### src/rtl/uart_pkg.sv
// rtl/uart_pkg.sv - shared UART state encoding, rate and parity constants
package uart_pkg;

  typedef enum logic [2:0] {
    IDLE,
    START,
    DATA,
    PARITY,
    STOP,
    BREAK
  } rx_state_e;

  localparam int CLK_FREQ             = 48_000_000;
  localparam int BAUD                 = 9600;
  localparam int CLKS_PER_BIT_DEFAULT = CLK_FREQ / BAUD;

  localparam int PARITY_EVEN = 0;
  localparam int PARITY_ODD  = 1;

endpackage

### src/rtl/uart_rx_sync.sv
// rtl/uart_rx_sync.sv - 2-flop line synchronizer with falling-edge detect, idles high
module uart_rx_sync (
  input  logic clk,
  input  logic reset,
  input  logic line_in,
  output logic line,
  output logic fall
);

  logic meta;
  logic prev;

  // All three flops reset to the idle level so reset release never fakes an edge.
  always_ff @(posedge clk or posedge reset) begin
    if (reset) begin
      meta <= 1'b1;
      line <= 1'b1;
      prev <= 1'b1;
    end else begin
      meta <= line_in;
      line <= meta;
      prev <= line;
    end
  end

  assign fall = prev & ~line;

endmodule

### src/rtl/uart_rx.sv
// rtl/uart_rx.sv - UART receiver: mid-bit sampling, optional parity, framing/break handling
module uart_rx
  import uart_pkg::*;
#(
  parameter int DATA_WIDTH     = 8,
  parameter int PARITY_ENABLED = 1,
  parameter int PARITY_TYPE    = PARITY_EVEN,
  parameter int CLKS_PER_BIT   = CLKS_PER_BIT_DEFAULT
) (
  input  logic                  clk,
  input  logic                  reset,
  input  logic                  serial_in,
  output logic [DATA_WIDTH-1:0] o_data,
  output logic                  o_valid,
  output logic                  o_parity_err,
  output logic                  o_framing_err,
  output logic                  o_busy
);

  localparam int CW = (CLKS_PER_BIT > 1) ? $clog2(CLKS_PER_BIT) : 1;
  localparam int IW = (DATA_WIDTH > 1) ? $clog2(DATA_WIDTH) : 1;
  localparam logic [CW-1:0] CNT_HALF = CW'(CLKS_PER_BIT / 2 - 1);
  localparam logic [CW-1:0] CNT_LAST = CW'(CLKS_PER_BIT - 1);
  localparam logic [IW-1:0] IDX_LAST = IW'(DATA_WIDTH - 1);

  rx_state_e             state;
  rx_state_e             state_next;
  logic [CW-1:0]         cnt;
  logic [IW-1:0]         idx;
  logic [DATA_WIDTH-1:0] shift;
  logic                  par_err;
  logic                  line;
  logic                  fall;
  logic                  mid_point;

  uart_rx_sync u_sync (
    .clk     (clk),
    .reset   (reset),
    .line_in (serial_in),
    .line    (line),
    .fall    (fall)
  );

  // START samples at half a bit; every later state is a whole bit after the previous sample.
  always_comb begin
    state_next = state;
    mid_point  = (state == START) ? (cnt == CNT_HALF) : (cnt == CNT_LAST);
    case (state)
      IDLE:    if (fall) state_next = START;
      START:   if (mid_point) state_next = line ? IDLE : DATA;
      DATA:    if (mid_point && idx == IDX_LAST) state_next = (PARITY_ENABLED != 0) ? PARITY : STOP;
      PARITY:  if (mid_point) state_next = STOP;
      STOP:    if (mid_point) state_next = line ? IDLE : BREAK;
      BREAK:   if (line) state_next = IDLE;
      default: state_next = IDLE;
    endcase
  end

  always_ff @(posedge clk or posedge reset) begin
    if (reset) begin
      state <= IDLE;
    end else begin
      state <= state_next;
    end
  end

  always_ff @(posedge clk or posedge reset) begin
    if (reset) begin
      cnt           <= '0;
      idx           <= '0;
      shift         <= '0;
      par_err       <= 1'b0;
      o_data        <= '0;
      o_valid       <= 1'b0;
      o_parity_err  <= 1'b0;
      o_framing_err <= 1'b0;
    end else begin
      o_valid <= 1'b0;

      if (state_next != state || state == IDLE || state == BREAK) begin
        cnt <= '0;
      end else if (cnt == CNT_LAST) begin
        cnt <= '0;
      end else begin
        cnt <= cnt + 1'b1;
      end

      case (state)
        START: begin
          idx     <= '0;
          par_err <= 1'b0;
        end
        DATA: begin
          if (mid_point) begin
            shift <= {line, shift[DATA_WIDTH-1:1]};
            idx   <= idx + 1'b1;
          end
        end
        PARITY: begin
          if (mid_point) par_err <= line ^ (^shift) ^ PARITY_TYPE[0];
        end
        STOP: begin
          if (mid_point) begin
            o_data        <= shift;
            o_valid       <= 1'b1;
            o_parity_err  <= par_err;
            o_framing_err <= ~line;
          end
        end
        default: ;
      endcase
    end
  end

  assign o_busy = (state != IDLE);

endmodule

### config.mk
export PLATFORM = sky130hd
export DESIGN_NAME = uart_rx
export DESIGN_NICKNAME = d
export VERILOG_FILES = /design/src/rtl/uart_pkg.sv /design/src/rtl/uart_rx_sync.sv /design/src/rtl/uart_rx.sv
export SDC_FILE = /design/constraint.sdc
export NUM_CORES = 1
export LEC_CHECK = 0
export CORE_ASPECT_RATIO = 1.4
export CORE_MARGIN = 5
export CORE_UTILIZATION = 45
export CTS_CLUSTER_DIAMETER = 30
export CTS_CLUSTER_SIZE = 30
export DETAILED_ROUTE_END_ITERATION = 8
export GPL_TIMING_DRIVEN = 0
export MAX_ROUTING_LAYER = met4
export PLACE_DENSITY_LB_ADDON = 0.2
export SETUP_SLACK_MARGIN = 0.3
export SYNTH_ARGS = -nofsm -noshare
export SYNTH_HDL_FRONTEND = slang
export SYNTH_SLANG_ARGS = --single-unit
### constraint.sdc
create_clock -name clk -period 3.5 [get_ports clk]
set_input_delay 0.7 -clock clk [delete_from_list [all_inputs] [get_ports clk]]
set_output_delay 0.7 -clock clk [all_outputs]
set_load 0.05 [all_outputs]
# After elaboration in Yosys (flattened, before gate mapping)
# Cells that the tools add are included.
[classes] addsub=2 eq_ne=11 muxes=18 n_bitwise=3 n_reduce_logical=12
[op_table] op="$mux W13" count=2
[op_table] op="$mux W3" count=8
[op_table] op="$pmux W3 S6" count=1
[op_table] op="$add A13 B1 Y13 const B" count=1
[op_table] op="$eq A13 B12 Y1 const B" count=1
[op_table] op="$eq A13 B13 Y1 const B" count=1
[op_table] op="$eq A3 B3 Y1 const B" count=3
[op_table] op="$reduce_and A2 Y1" count=4
[op_table] op="$reduce_xor A8 Y1" count=1
[op_table] op="$eq A3 B2 Y1 const B" count=2
[op_table] op="$pmux W3 S2" count=1
[op_table] op="$mux W1" count=4
[op_table] op="$ne A2 B2 Y1 const B" count=2
[op_table] op="$reduce_bool A2 Y1" count=2
[op_table] op="$add A3 B1 Y3 const B" count=1
[op_table] op="$eq A3 B1 Y1 const B" count=1
[op_table] op="$logic_not A3 Y1" count=1
[op_table] op="$ne A3 B3 Y1" count=1
[op_table] op="$reduce_bool A3 Y1" count=1
[op_table] op="$logic_or A1 B1 Y1" count=2
[op_table] op="$mux W2" count=1
[op_table] op="$pmux W1 S2" count=1
[op_table] op="$and A1 B1 Y1" count=1
[op_table] op="$logic_and A1 B1 Y1" count=1
[op_table] op="other kinds (2)" count=2
[totals] reg_bits=42 input_bits=3 out_inout_bits=12 elab_cells=58

# Logic depth before layout (Yosys ltp)
[depth] ltp_word=9 ltp_mapped=7 depth_no_buf=7

# Modules after synthesis
# Synthesis repeated with hierarchy kept, for this count alone.
[hier_totals] hier_cells=183 hier_area_um2=2063.2
[by_module_without_submodules] module="uart_rx" n_inst=1 cells_per_inst=178 area_per_inst_um2=1966.9 seq_area_each_um2=975.9
[by_module_without_submodules] module="uart_rx_sync" n_inst=1 cells_per_inst=5 area_per_inst_um2=96.3 seq_area_each_um2=78.8

# Worst setup path after synthesis
# OpenSTA, ideal clock, no wires.
[synth_path] path_kind="register -> register" from="reg cnt[3]" to="reg cnt[11]" setup_time_ns=0.129 arrival_time_ns=2.220 required_time_ns=3.371 slack_ns=1.151 stages_incl_launch_ff=7 n_path_buf=1 synth_period_minus_slack_ns=2.349 cell_sequence="dfrtp_1 or4_1 buf_2 or4_4 o31a_1 o31ai_2 nor2_1"
[synth_between] elab_chain_cells=9 elab_cells_between_ends=15 classes_between="add/sub: 1; eq/ne: 3; mux: 8; reduce/logical: 3"
[synth_lines] item="from (decl)" line="uart_rx.sv:28" rtl="logic [CW-1:0] cnt;"
[synth_lines] item="from (signal assigned)" line="uart_rx.sv:85" rtl="cnt <= cnt + 1'b1;"
[synth_lines] item="$eq A13 B13 Y1 / $eq A13 B12 Y1 (equally long branches)" line="uart_rx.sv:47, uart_rx.sv:82"
[synth_lines] item="$mux W1" line="uart_rx.sv:47" rtl="mid_point = (state == START) ? (cnt == CNT_HALF) : (cnt == CNT_LAST);"
[synth_lines] item="$logic_and A1 B1 Y1" line="uart_rx.sv:51" rtl="DATA: if (mid_point && idx == IDX_LAST) state_next = (PARITY_ENABLED != 0) ? PARITY : STOP;"
[synth_lines] item="$mux W3" line="uart_rx.sv:51"
[synth_lines] item="$pmux W3 S6" line="uart_rx.sv:48" rtl="case (state)"
[synth_lines] item="$ne A3 B3 Y1" line="uart_rx.sv:80" rtl="if (state_next != state || state == IDLE || state == BREAK) begin"
[synth_lines] item="$logic_or A1 B1 Y1 (2 in a row)" line="uart_rx.sv:80"
[synth_lines] item="$mux W13 (*)" line="uart_rx.sv:80"
# Every way passes the cells marked *; elsewhere a longest branch is shown, timed or not.
# A chain may end at the register's enable or synchronous reset.

# Final worst setup path
[layout_path] from="reg state[0]" to="out o_busy"
[layout_between] elab_chain_cells=1
[layout_lines] item="from (decl)" line="uart_rx.sv:26" rtl="rx_state_e state;"
[layout_lines] item="from (signal assigned)" line="uart_rx.sv:63" rtl="state <= state_next;"
[layout_lines] item="$reduce_bool A3 Y1" line="uart_rx.sv:115" rtl="assign o_busy = (state != IDLE);"
[layout_lines] item="to (decl)" line="uart_rx.sv:17" rtl="output logic o_busy"
# No other way between the ends.

==> metrics.md <==
| Metric | Value |
|---|---|
| DR iter-0 viols | `a little under 80` |
| Number of global-route vias before repair | `1529` |
| Synthesized area per cell | `11.1 µm²` |
| Max-cap violation count | `0` |
| Final setup viols | `0` |
| CP Capture Type | `primary output` |
| Clk_lat worst skew | `slightly below 0.3 ns` |
| First-pass GRT wire length | `between 7000 and 8000 µm` |
| Grt total ovfl | `0` |
| I/O pin total | `15` |
| Hold bufs inserted after CTS | `0` |
| Hold WS | `0.359 ns` |
| Skew final | `0.00908 ns` |
| Top-count cell post-synth | `dfrtp_1` |
| Postcts setup bufs | `0` |
| Reg clk slew, reported paths | `0.08 ns` |
| Via count | `1510` |
| Vias per inst | `5.59` |
| Yosys reg bits | `42` |
| Mapped Nets | `192` |
| Asr flop ratio synth | `100%` |
| Final instance area | `about 2400 µm²` |
| PD cells | `428 nW/µm²` |
| Finished Layout Cells | `270` |
| Total GRT Usage | `~16%` |
| Slew margin rel. | `~44%` |
| Chip width | `67.4 µm` |
| Final #Nets | `213` |
| Synth area leaders | `dfrtp_1 (47%), mux2_2 (9.2%), xnor2_1 (4.6%)` |
| TritonRoute pass-1 iters | `4` |
| Measured slew at the worst slew-check pin | `0.841 ns` |
| Final Hold Viols | `0` |
| DRC | `0` |
| Crit path launch type | `flop` |
| Core area | `4500 µm²` |
| CTS H-tree lvls | `2` |
| Seq/Total Area, Yosys | `50.9%` |
| Detail Route Antenna Nets | `0` |
| TritonCTS sink count | `42` |
| Peak VDD IR | `241 µV` |
| Dpl cells | `262` |
| RD Place Congestion | `0.921` |
| Post-Route WL | `4080 µm` |
| CP arrival | `2.34 ns` |
| Flop2flop setup slack | `0.92 ns` |
| Slew Limit Fails | `0` |
| # rows | `29` |
| Initial antenna violation count | `0` |
| DR WL/cell | `15.1 µm` |
| Synth cell count leaders | `dfrtp_1 (39), mux2_2 (17), nor2_1 (16), xnor2_1 (11), nand2_1 (10)` |
| Ys flop type | `dfrtp_1` |
| Fillcell total | `approximately 420` |
| Layout cells sized above 1 | `roughly 17%` |
| Critical Path RT | `2.80 ns` |
| RSZ-0062 raised after global routing | `no` |
| EDFF count, synth | `0` |
| Bufs on Longest Clock Path | `2` |
| Status | `finished clean` |
| Post-synth top area share | `47.1%` |
| Post-CTS Resized | `0` |
| Die area | `6080 µm²` |
| Synth warn | `0` |
| Port-buffer cells | `14` |
| Clk root buf | `clkbuf_8` |
| Syn Inst Count | `186` |
| Fmax | `329 MHz` |
| Die height | `90.3 µm` |
| Crit path time final | `3.04 ns` |
| Initial Util | `46.1%` |
| Synth cell types | `44` |
| Setup CP Type | `flop to primary output` |
| Static leakage | `1.03 nW` |
| Period utilization | `86.8%` |
| Post-layout util | `approximately 53%` |
| Area Overhead vs Synth | `14.6%` |
| Synthesized area | `2070 µm²` |
| Post-DP HPWL | `2940 µm` |
| Placed Area | `2290 µm²` |
| Antenna cells | `0` |
| CTS tree | `built` |
| TNS Setup | `0 ns` |
| Largest net degree at the start of global routing | `43` |
| Top cell type by total area after synthesis | `dfrtp_1` |
| Max FO, Critical Path | `10` |
| TritonCTS Buffers | `5` |
| Hold Crit Class | `flop to flop` |
[path summary, 6_finish.rpt]
check                                             end             startpoint  depth (start not counted)
worst max register to register  o_data[4]$_DFFE_PP0P_       cnt[0]$_DFF_PP0_                          6
worst min-delay path            u_sync.line$_DFF_PP1_  u_sync.meta$_DFF_PP1_                          0
worst min register to register  u_sync.line$_DFF_PP1_  u_sync.meta$_DFF_PP1_                          0
max in group asynchronous          state[2]$_DFF_PP0_                  reset                          2
worst max-delay path                           o_busy     state[0]$_DFF_PP0_                          4
min in group asynchronous       o_data[0]$_DFFE_PP0P_                  reset                          2
[registers in the layout (all words and copies together) (netlist names)]
register / flops
cnt: 13
idx: 3
o_data: 8
o_framing_err: 1
o_parity_err: 1
o_valid: 1
par_err: 1
shift: 8
state: 3
u_sync.line: 1
u_sync.meta: 1
u_sync.prev: 1
[metal layers]
metal / vias to the layer above / GRT usage, % / share of wire [%]
li1: 716 / - / -
met4: 0 / 6.26 / 2.2
met5: - / - / 0
met2: 51 / 23.9 / 51
met3: 6 / 3.49 / 4.5
met1: 737 / 20.1 / 43
[cell type report]
type | instances | area, µm² | area share, %
plain buffers | 7 | 27.5 | 1.16
flip-flops and latches | 42 | 1050 | 44.4
multi-input cells | 133 | 975 | 41.1
inverters | 4 | 15.0 | 0.633
clock buffers | 7 | 76.3 | 3.22
clock inverters | 1 | 7.51 | 0.316
repair buffers | 14 | 140 | 5.90
well taps | 62 | 77.6 | 3.27
[cell families (layout without fill, tap and decap cells)]
family	Yosys count	in the layout	synth area share [%]
simple gates	66	66	18.1
xor+xnor	19	19	8.03
compound gates	28	28	9.84
fa+ha+maj	3	3	1.81
buf+inv	11	33	2.05
flops	42	42	50.9
mux	17	17	9.24
[placed cells by master, fill, tap and decap left out, types with 4 or more instances in the layout]
cell type and n:
nand2_1 10, dfrtp_1 39, nand3_1 7, clkbuf_1 8
mux2_2 17, o21ai_0 6, xor2_1 8, a21oi_1 4
nor3_1 7, clkbuf_8 5, xnor2_1 11, clkdlybuf4s50_1 14
nor2_1 16
[worst max-delay path, stage by stage (launching register included)]
cell and delay (ns):
dfrtp_1 0.40, clkbuf_1 0.32, clkbuf_1 0.37, or3_1 0.16
clkdlybuf4s50_1 0.79
[report_power, final]
| group | switching, mW | internal, mW |
|---|---|---|
| Clock | 0.162 | 0.141 |
| Sequential | 0.0365 | 0.515 |
| Combinational | 0.0950 | 0.0650 |
| Total | 0.294 | 0.722 |
[metrics by stage]
step | setup slack, ns | power [mW]
after floorplan | 1.15 | 0.678
after global placement | 0.843 | 0.714
after detailed placement | 0.798 | 0.722
after CTS | 0.475 | 1.03
after global routing | 0.318 | 1.08
final | 0.462 | 1.02
Power figures use the tool's default switching activity.
